$ cat config.mk
export PLATFORM = sky130hd
export DESIGN_NAME = regfile_mem_xfer_flat
export DESIGN_NICKNAME = d
export VERILOG_FILES = /design/src/rtl/xfer_pkg.sv /design/src/rtl/regfile_mem_xfer_if.sv /design/src/rtl/xfer_timeout_ctr.sv /design/src/rtl/regfile_mem_xfer.sv /design/src/flat_wrapper.sv
export SDC_FILE = /design/constraint.sdc
export NUM_CORES = 1
export LEC_CHECK = 0
export CORE_MARGIN = 2
export CORE_UTILIZATION = 36
export DETAILED_ROUTE_END_ITERATION = 10
export PLACE_DENSITY = 0.78
export SETUP_SLACK_MARGIN = 0.1
export SLEW_MARGIN = 20
export SYNTH_ARGS = -nofsm -noshare
export SYNTH_HDL_FRONTEND = slang
export SYNTH_SLANG_ARGS = --single-unit
export TNS_END_PERCENT = 5
$ cat constraint.sdc
create_clock -name clk -period 1.6 [get_ports clk]
set_input_delay 0.32 -clock clk [delete_from_list [all_inputs] [get_ports clk]]
set_output_delay 0.32 -clock clk [all_outputs]
set_load 0.05 [all_outputs]
$ cat src/rtl/xfer_pkg.sv
// Shared types and constants for the register-file <-> RAM transfer sequencer.
// Holds the FSM state encoding and the data/register widths used by every file.
// No logic lives here.
package xfer_pkg;

    localparam int DATA_W          = 16;
    localparam int REG_AW          = 3;
    localparam int ADDR_W_DEF      = 8;
    localparam int TIMEOUT_CYC_DEF = 15;

    typedef enum logic [1:0] {
        IDLE = 2'd0,
        REQ  = 2'd1,
        WB   = 2'd2,
        DONE = 2'd3
    } state_t;

endpackage

$ cat src/rtl/regfile_mem_xfer_if.sv
// Bundle of the command, RAM and register-file buses of the transfer sequencer.
// master = sequencer side, slave = control unit / RAM / register file side.
// Pure wiring: no latency, no state.
interface regfile_mem_xfer_if #(
    parameter int ADDR_W = xfer_pkg::ADDR_W_DEF
);
    import xfer_pkg::*;

    logic                cmd_valid;
    logic                cmd_ready;
    logic                cmd_store;
    logic [REG_AW-1:0]   cmd_reg;
    logic [ADDR_W-1:0]   cmd_addr;
    logic                done;
    logic                err;

    logic                mem_req;
    logic                mem_we;
    logic [ADDR_W-1:0]   mem_addr;
    logic [DATA_W-1:0]   mem_wdata;
    logic [DATA_W-1:0]   mem_rdata;
    logic                mem_ack;

    logic [REG_AW-1:0]   rf_read_addr;
    logic [DATA_W-1:0]   rf_read_data;
    logic [REG_AW-1:0]   rf_write_addr;
    logic                rf_write_enable;
    logic [DATA_W-1:0]   rf_write_data;

    modport master (
        input  cmd_valid, cmd_store, cmd_reg, cmd_addr,
        output cmd_ready, done, err,
        output mem_req, mem_we, mem_addr, mem_wdata,
        input  mem_rdata, mem_ack,
        output rf_read_addr,
        input  rf_read_data,
        output rf_write_addr, rf_write_enable, rf_write_data
    );

    modport slave (
        output cmd_valid, cmd_store, cmd_reg, cmd_addr,
        input  cmd_ready, done, err,
        input  mem_req, mem_we, mem_addr, mem_wdata,
        output mem_rdata, mem_ack,
        input  rf_read_addr,
        output rf_read_data,
        input  rf_write_addr, rf_write_enable, rf_write_data
    );

endinterface

$ cat src/rtl/xfer_timeout_ctr.sv
// Counts REQ cycles without mem_ack; expire marks the edge that reaches TIMEOUT_CYC.
// Latency: expire is combinational during the TIMEOUT_CYC-th un-acked REQ cycle.
// Backpressure: none; only used when XFER_TIMEOUT_EN is defined.
module xfer_timeout_ctr
    import xfer_pkg::*;
#(
    parameter int TIMEOUT_CYC = TIMEOUT_CYC_DEF
) (
    input  logic clk,
    input  logic rst,
    input  logic clr,
    input  logic inc,
    output logic expire
);

    localparam int CNT_W = ($clog2(TIMEOUT_CYC + 1) < 4) ? 4 : $clog2(TIMEOUT_CYC + 1);

    logic [CNT_W-1:0] cnt;

    always_ff @(posedge clk or posedge rst) begin
        if (rst) begin
            cnt <= '0;
        end else if (clr) begin
            cnt <= '0;
        end else if (inc) begin
            cnt <= cnt + CNT_W'(1);
        end
    end

    // cnt holds the number of un-acked REQ cycles already completed.
    assign expire = inc && (cnt == CNT_W'(TIMEOUT_CYC - 1));

endmodule

$ cat src/rtl/regfile_mem_xfer.sv
// Load/store sequencer between the 8x16 register file and data RAM (timeout via XFER_TIMEOUT_EN).
// Latency: store done 1 cycle after ack edge; load writes rf 1 cycle after ack edge, done 1 later.
// Backpressure: cmd_ready only in IDLE; mem_req held until mem_ack.
module regfile_mem_xfer
    import xfer_pkg::*;
#(
    parameter int ADDR_W      = ADDR_W_DEF,
    parameter int TIMEOUT_CYC = TIMEOUT_CYC_DEF
) (
    input  logic             clk,
    input  logic             rst,
    regfile_mem_xfer_if.master bus
);

    state_t              state;
    state_t              state_nxt;

    logic                st_store;
    logic [REG_AW-1:0]   st_reg;
    logic [ADDR_W-1:0]   addr_q;
    logic [DATA_W-1:0]   wdata_q;
    logic [DATA_W-1:0]   rdata_q;

    logic                accept;
    logic                expire;
    logic                cmd_ready;
    logic                mem_req;
    logic                mem_we;
    logic                rf_write_enable;
    logic                done;

    assign accept = (state == IDLE) && bus.cmd_valid;

    always_ff @(posedge clk or posedge rst) begin
        if (rst) begin
            state <= IDLE;
        end else begin
            state <= state_nxt;
        end
    end

    always_comb begin
        state_nxt       = state;
        cmd_ready       = 1'b0;
        mem_req         = 1'b0;
        mem_we          = 1'b0;
        rf_write_enable = 1'b0;
        done            = 1'b0;
        case (state)
            IDLE: begin
                cmd_ready = 1'b1;
                if (bus.cmd_valid) begin
                    state_nxt = REQ;
                end
            end
            REQ: begin
                mem_req = 1'b1;
                mem_we  = st_store;
                if (bus.mem_ack) begin
                    state_nxt = st_store ? DONE : WB;
                end else if (expire) begin
                    state_nxt = IDLE;
                end
            end
            WB: begin
                rf_write_enable = 1'b1;
                state_nxt       = DONE;
            end
            DONE: begin
                done      = 1'b1;
                state_nxt = IDLE;
            end
            default: state_nxt = IDLE;
        endcase
    end

    // Store data is sampled from the combinational rf read port on the accept edge.
    always_ff @(posedge clk or posedge rst) begin
        if (rst) begin
            st_store <= 1'b0;
            st_reg   <= '0;
            addr_q   <= '0;
            wdata_q  <= '0;
            rdata_q  <= '0;
        end else begin
            if (accept) begin
                st_store <= bus.cmd_store;
                st_reg   <= bus.cmd_reg;
                addr_q   <= bus.cmd_addr;
                if (bus.cmd_store) begin
                    wdata_q <= bus.rf_read_data;
                end
            end
            if ((state == REQ) && bus.mem_ack && !st_store) begin
                rdata_q <= bus.mem_rdata;
            end
        end
    end

`ifdef XFER_TIMEOUT_EN
    logic err_q;

    xfer_timeout_ctr #(
        .TIMEOUT_CYC (TIMEOUT_CYC)
    ) u_timeout (
        .clk    (clk),
        .rst    (rst),
        .clr    (accept),
        .inc    ((state == REQ) && !bus.mem_ack),
        .expire (expire)
    );

    always_ff @(posedge clk or posedge rst) begin
        if (rst) begin
            err_q <= 1'b0;
        end else begin
            err_q <= expire;
        end
    end

    assign bus.err = err_q;
`else
    assign expire  = 1'b0;
    assign bus.err = 1'b0;

    if (TIMEOUT_CYC < 1) begin : g_timeout_cyc_unused
    end
`endif

    assign bus.cmd_ready       = cmd_ready;
    assign bus.done            = done;
    assign bus.mem_req         = mem_req;
    assign bus.mem_we          = mem_we;
    assign bus.mem_addr        = addr_q;
    assign bus.mem_wdata       = wdata_q;
    assign bus.rf_read_addr    = (state == IDLE) ? bus.cmd_reg : st_reg;
    assign bus.rf_write_enable = rf_write_enable;
    assign bus.rf_write_addr   = rf_write_enable ? st_reg  : '0;
    assign bus.rf_write_data   = rf_write_enable ? rdata_q : '0;

endmodule

$ cat src/flat_wrapper.sv
// flat-port wrapper written by rule: the top's interface ports become plain ports
module regfile_mem_xfer_flat import xfer_pkg::*;
#(
    parameter int ADDR_W      = ADDR_W_DEF,
    parameter int TIMEOUT_CYC = TIMEOUT_CYC_DEF
)
  (clk, rst, bus_cmd_valid, bus_cmd_store, bus_cmd_reg, bus_cmd_addr, bus_cmd_ready, bus_done, bus_err, bus_mem_req, bus_mem_we, bus_mem_addr, bus_mem_wdata, bus_mem_rdata, bus_mem_ack, bus_rf_read_addr, bus_rf_read_data, bus_rf_write_addr, bus_rf_write_enable, bus_rf_write_data);
  regfile_mem_xfer_if #(.ADDR_W(ADDR_W)) bus_i ();
  input  logic clk;
  input  logic rst;
  input wire logic [$bits(bus_i.cmd_valid)-1:0] bus_cmd_valid;
  input wire logic [$bits(bus_i.cmd_store)-1:0] bus_cmd_store;
  input wire logic [$bits(bus_i.cmd_reg)-1:0] bus_cmd_reg;
  input wire logic [$bits(bus_i.cmd_addr)-1:0] bus_cmd_addr;
  output wire logic [$bits(bus_i.cmd_ready)-1:0] bus_cmd_ready;
  output wire logic [$bits(bus_i.done)-1:0] bus_done;
  output wire logic [$bits(bus_i.err)-1:0] bus_err;
  output wire logic [$bits(bus_i.mem_req)-1:0] bus_mem_req;
  output wire logic [$bits(bus_i.mem_we)-1:0] bus_mem_we;
  output wire logic [$bits(bus_i.mem_addr)-1:0] bus_mem_addr;
  output wire logic [$bits(bus_i.mem_wdata)-1:0] bus_mem_wdata;
  input wire logic [$bits(bus_i.mem_rdata)-1:0] bus_mem_rdata;
  input wire logic [$bits(bus_i.mem_ack)-1:0] bus_mem_ack;
  output wire logic [$bits(bus_i.rf_read_addr)-1:0] bus_rf_read_addr;
  input wire logic [$bits(bus_i.rf_read_data)-1:0] bus_rf_read_data;
  output wire logic [$bits(bus_i.rf_write_addr)-1:0] bus_rf_write_addr;
  output wire logic [$bits(bus_i.rf_write_enable)-1:0] bus_rf_write_enable;
  output wire logic [$bits(bus_i.rf_write_data)-1:0] bus_rf_write_data;
  assign bus_i.cmd_valid = bus_cmd_valid;
  assign bus_i.cmd_store = bus_cmd_store;
  assign bus_i.cmd_reg = bus_cmd_reg;
  assign bus_i.cmd_addr = bus_cmd_addr;
  assign bus_cmd_ready = bus_i.cmd_ready;
  assign bus_done = bus_i.done;
  assign bus_err = bus_i.err;
  assign bus_mem_req = bus_i.mem_req;
  assign bus_mem_we = bus_i.mem_we;
  assign bus_mem_addr = bus_i.mem_addr;
  assign bus_mem_wdata = bus_i.mem_wdata;
  assign bus_i.mem_rdata = bus_mem_rdata;
  assign bus_i.mem_ack = bus_mem_ack;
  assign bus_rf_read_addr = bus_i.rf_read_addr;
  assign bus_i.rf_read_data = bus_rf_read_data;
  assign bus_rf_write_addr = bus_i.rf_write_addr;
  assign bus_rf_write_enable = bus_i.rf_write_enable;
  assign bus_rf_write_data = bus_i.rf_write_data;
  regfile_mem_xfer #(.ADDR_W(ADDR_W), .TIMEOUT_CYC(TIMEOUT_CYC)) u_core (.clk(clk), .rst(rst), .bus(bus_i));
endmodule
* Word-level counts from Yosys, hierarchy flattened
Cells that the tools add are included.
** Cells by class
- Add/sub/neg operators :: 0
- $mul :: 0
- Divide/modulo/power cells :: 0
- Order comparisons :: 0
- Equal/unequal tests :: 5
- Shifts and indexed selects :: 0
- Multiplexer cells :: 12
- Bitwise gates (word level) :: 0
- Reduce and logical (&&, ||, !) cells :: 7
** Operator list (number)
- 2-to-1 mux 16 bit :: 1
- one-hot mux 2 bit (4 select lines) :: 1
- 2-to-1 mux 1 bit :: 6
- 2-to-1 mux 3 bit :: 2
- == test 2 bit, second input constant :: 2
- 2-to-1 mux 2 bit :: 2
- != test 2 bit, second input constant :: 2
- AND reduction 2 bit :: 2
- logical AND 1 bit :: 3
- == test 2 x 1 -> 1 bit, second input constant :: 1
- zero test 2 bit :: 1
- zero test 1 bit :: 1
** Word-level totals
- Register bits after elaboration :: 46
- Latch bits :: 0
- RAM bits :: 0
- Bits in read-only memories :: 0
- Input port bits :: 48
- Output and inout bits :: 52
- Word-level logic and storage cells :: 30
- Memories kept :: 0

* Longest topological paths before layout
- Word-level depth :: 3
- Depth in mapped cells :: 7
- Mapped depth without buffers :: 5

* Worst setup path after synthesis
OpenSTA, ideal clock, no wires.
- Path type :: reg2out
- Start point :: register u_core.state[0]
- End point :: output bus_rf_write_data[11]
- Arrival time :: 1.780 ns
- Required time :: 1.280 ns
- Path slack :: -0.500 ns
- Stages on the path, launching flop included :: 5
- Path buffers :: 1
- Cell sequence :: dfrtp_1 > inv_1 > ha_1 > clkbuf_1 > and2_1
** On the way
- Word-level cells in the longest chain between the ends :: 3
** RTL lines
- start, declared :: RTL line regfile_mem_xfer.sv:15 : state_t state;
- start signal, assigned :: RTL line regfile_mem_xfer.sv:38 : state <= state_nxt;
- == test 2 bit :: RTL line regfile_mem_xfer.sv:49 : case (state)
- 2-to-1 mux 1 bit :: RTL line regfile_mem_xfer.sv:49
- named net bus_rf_write_enable :: RTL line flat_wrapper.sv:27 : output wire logic [$bits(bus_i.rf_write_enable)-1:0] bus_rf_write_enable;
- 2-to-1 mux 16 bit :: RTL line regfile_mem_xfer.sv:139 : assign bus.rf_write_data = rf_write_enable ? rdata_q : '0;
- end, declared :: RTL line flat_wrapper.sv:28 : output wire logic [$bits(bus_i.rf_write_data)-1:0] bus_rf_write_data;
The timed path passes the listed nets, and every way through them passes these cells.

* Worst setup path after layout
- Start point :: register u_core.state[1]
- End point :: output bus_rf_read_addr[1]
** On the way
- Word-level cells in the longest chain between the ends :: 2
** RTL lines
- zero test 2 bit :: RTL line regfile_mem_xfer.sv:136 : assign bus.rf_read_addr = (state == IDLE) ? bus.cmd_reg : st_reg;
- 2-to-1 mux 3 bit :: RTL line regfile_mem_xfer.sv:136
- end, declared :: RTL line flat_wrapper.sv:24 : output wire logic [$bits(bus_i.rf_read_addr)-1:0] bus_rf_read_addr;
Every way passes these cells.

==> results by group <==
Cells and area
  – Commonest non-fill, non-tap cell in the layout: sky130_fd_sc_hd__clkdlybuf4s50_1
  – Final std cell area, no fill: 0.00368 mm^2
  – Share of cells above drive strength 1: 59.1%
  – Net total in the final layout: 306
  – Number of antenna cells inserted: 0
  – Area overhead of the layout relative to synthesis: 81.3%
  – Most frequent cells in the layout: sky130_fd_sc_hd__clkdlybuf4s50_1, sky130_fd_sc_hd__dfrtp_1, sky130_fd_sc_hd__buf_4
  – Fraction of the core area covered by cells at the end of the flow: 67.3%

Detailed routing
  – Initial DRC count: 23
  – Overall routed net length: 4900 um
  – Number of antenna-violating nets in the routed design: 0
  – First-pass detailed-route iteration total: 4
  – Via count: 1484
  – Number of vias per cell after detailed routing: 4.55
  – Residual DRC: 0
  – Detail-routed net length per standard cell: 15.0 um

Global routing
  – Met2 layer usage reported by global route: 27.3%
  – Vias in the first global route: 1620
  – Overall overflow remaining after global route: 0
  – Global-route met1 utilization: 21.1%
  – Global Route Usage Sum: 16.2%
  – Global-route track usage on met3: 4.20%
  – Initial antenna violation count: 0
  – Global-route wire length before repair: 7840 um
  – Busiest layer in global routing: met2
  – Maximum number of pins on one net before global-route repair: 47

Timing
  – Pins over their slew limit: 0
  – Setup-failing EPs final: 25
  – Setup skew after layout: 0.00520 ns
  – Worst Setup Slack, final: -0.190 ns
  – Max Fclk: 0.559 GHz
  – Number of failing hold endpoints at the final stage: 0
  – Unrepaired setup endpoints after global routing: yes
  – Fraction of the cycle the final worst path needs: 112%
  – Shortest period the worst path allows: 1.79 ns
  – Sum of negative setup slack: -3.68 ns

Die
  – Ports placed on the boundary: 100
  – Floorplan Core Area: 0.00547 mm^2
  – Chip Width: 79.1 um
  – Core Rows: 27
  – Die height: 79.1 um
  – Initial cell density of the core: 37.1%
  – Die Outline Area: 0.00626 mm^2

Synthesis
  – Post-Synthesis Cell Area: 0.00203 mm^2
  – Post-Syn Nets: 192
  – Count of different cell masters after synthesis: 20
  – Total number of yosys warnings: 0
  – Synthesized netlist cell count: 139
  – Sequential area share after synthesis: 56.7%
  – Count of state elements after synthesis: 46
  – Per-instance average area after synthesis: 14.6 um^2

Outcome
  – Violated checks: negative setup slack
  – Status: finished, violations left

Power
  – Worst vdd ir: 1430 uV
  – Overall power consumption: 9.05 mW
  – Leakage: 1.69 nW
  – Power per cell area: 2460 mW/mm^2

Critical path
  – Register-to-Register Path Depth: 6
  – Worst endpoint required time: 1.28 ns
  – Arrival time worst endpoint: 1.47 ns
  – R2R Path Start: u_core.state[1]
  – Category of the worst setup path capture point: output pin
  – Worst reg2reg path endpoint: u_core.state[0]
  – Startpoint types: flip-flop
  – Register-to-register setup slack: -0.01 ns
  – Classification of the worst setup path: reg -> out
  – Crit Path Max Fanout: 5

Min path
  – Class of the most critical hold timing path: in -> async

Run
  – Maxcap violations: 0

Clocking
  – Worst skew pair latency: 0.30 ns
  – CTS Root Cell: sky130_fd_sc_hd__clkbuf_8
  – Maximum clock path buffer count: 2
  – H-Tree Depth: 2
  – Clk slew on worst S/H paths: 0.09 ns
  – Clock Sink Count: 46
  – TritonCTS clock tree: done
  – Number of buffers added by the clock tree synthesis step: 5
  – CTS hold repair buffers: 0

Placement
  – Number of buffer cells added on primary ports: 98
  – Worst slack at placement: -0.0768 ns
  – Cell Area, Placed: 0.00337 mm^2
  – HPWL after detailed placement: 3460 um
  – Gp weighted congestion: 0.703
[layer usage]
| layer | part of all wire (%) | vias up |
|---|---|---|
| met3 | 5.8 | 5 |
| met4 | 0.82 | 0 |
| met2 | 51 | 62 |
| li1 | - | 695 |
| met1 | 43 | 722 |
| met5 | 0 | - |
[worst max path at each step]
stage / start / to / slack, ns / cells after the start
after detailed placement: bus_mem_ack / u_core.state[0] / -0.08 / 4
after CTS: u_core.state[0] / bus_rf_read_addr[1] / -0.20 / 4
after global placement: bus_mem_ack / u_core.state[0] / -0.03 / 4
after floorplan: u_core.state[1] / u_core.state[0] / -0.06 / 6
final: u_core.state[1] / bus_rf_read_addr[1] / -0.19 / 4
after global routing: u_core.state[0] / bus_rf_read_addr[1] / -0.24 / 4
[cells in the mapped netlist]
cell	n	area, um^2
sky130_fd_sc_hd__dfrtp_1	46	1150
sky130_fd_sc_hd__mux2_2	46	518
sky130_fd_sc_hd__and2_1	20	125
sky130_fd_sc_hd__ha_1	5	62.6
sky130_fd_sc_hd__inv_1	3	11.3
sky130_fd_sc_hd__nand2_1	3	11.3
sky130_fd_sc_hd__buf_4	2	15.0
sky130_fd_sc_hd__buf_6	2	22.5
sky130_fd_sc_hd__buf_2	1	5.00
sky130_fd_sc_hd__clkbuf_1	1	3.75
sky130_fd_sc_hd__conb_1	1	3.75
sky130_fd_sc_hd__mux2_4	1	15.0
sky130_fd_sc_hd__nand3_4	1	17.5
sky130_fd_sc_hd__nand3b_4	1	20.0
sky130_fd_sc_hd__nor2_1	1	3.75
sky130_fd_sc_hd__nor2b_1	1	6.26
sky130_fd_sc_hd__nor2b_4	1	13.8
sky130_fd_sc_hd__o31ai_1	1	7.51
sky130_fd_sc_hd__o41a_1	1	11.3
sky130_fd_sc_hd__or2_1	1	6.26
[layout make-up]
type	instances	area [um^2]
fillers	422	1790
clock inverters	3	45.0
repair buffers	113	1340
clock buffers	5	68.8
multi-input cells	84	973
inverters	3	11.3
well taps	72	90.1
flip-flops and latches	46	1150
[worst max-delay path: stages (launching register included)]
cell and delay, ns:
sky130_fd_sc_hd__dfrtp_1 0.41, sky130_fd_sc_hd__inv_2 0.11, sky130_fd_sc_hd__ha_4 0.19, sky130_fd_sc_hd__mux2_4 0.32
sky130_fd_sc_hd__buf_6 0.15
[cells by family after synthesis]
family / Yosys count / share of synthesized area (%)
AOI/OAI and AO/OA: 2 / 0.924
adders and majority gates: 5 / 3.08
buffers and inverters: 9 / 2.83
DFF: 46 / 56.7
muxes: 47 / 26.2
other: 1 / 0.185
and+or+nand+nor: 29 / 10.0
[report_power, final]
group          leakage [nW]  switching, mW  internal [mW]
clock network        0.0504          0.401          0.465
logic                  1.09           3.21           2.88
registers             0.548          0.330           1.76
total                  1.69           3.94           5.11
[stage by stage]
step           hold WS (ns)  std cells
3_3_place_gp          0.479        310
6_report              0.374        326
4_1_cts               0.383        326
3_5_place_dp          0.489        310
2_1_floorplan         0.461        139
5_1_grt               0.399        326
[what timing repair did]
item | 4_1_cts | 5_1_grt
pin swaps | 6 | 1
endpoints found under the setup margin | 28 | 72
resized for setup | 30 | 5
setup buffers | 8 | 0
gates cloned | 0 | 0
(Power assumes the default switching activity.)
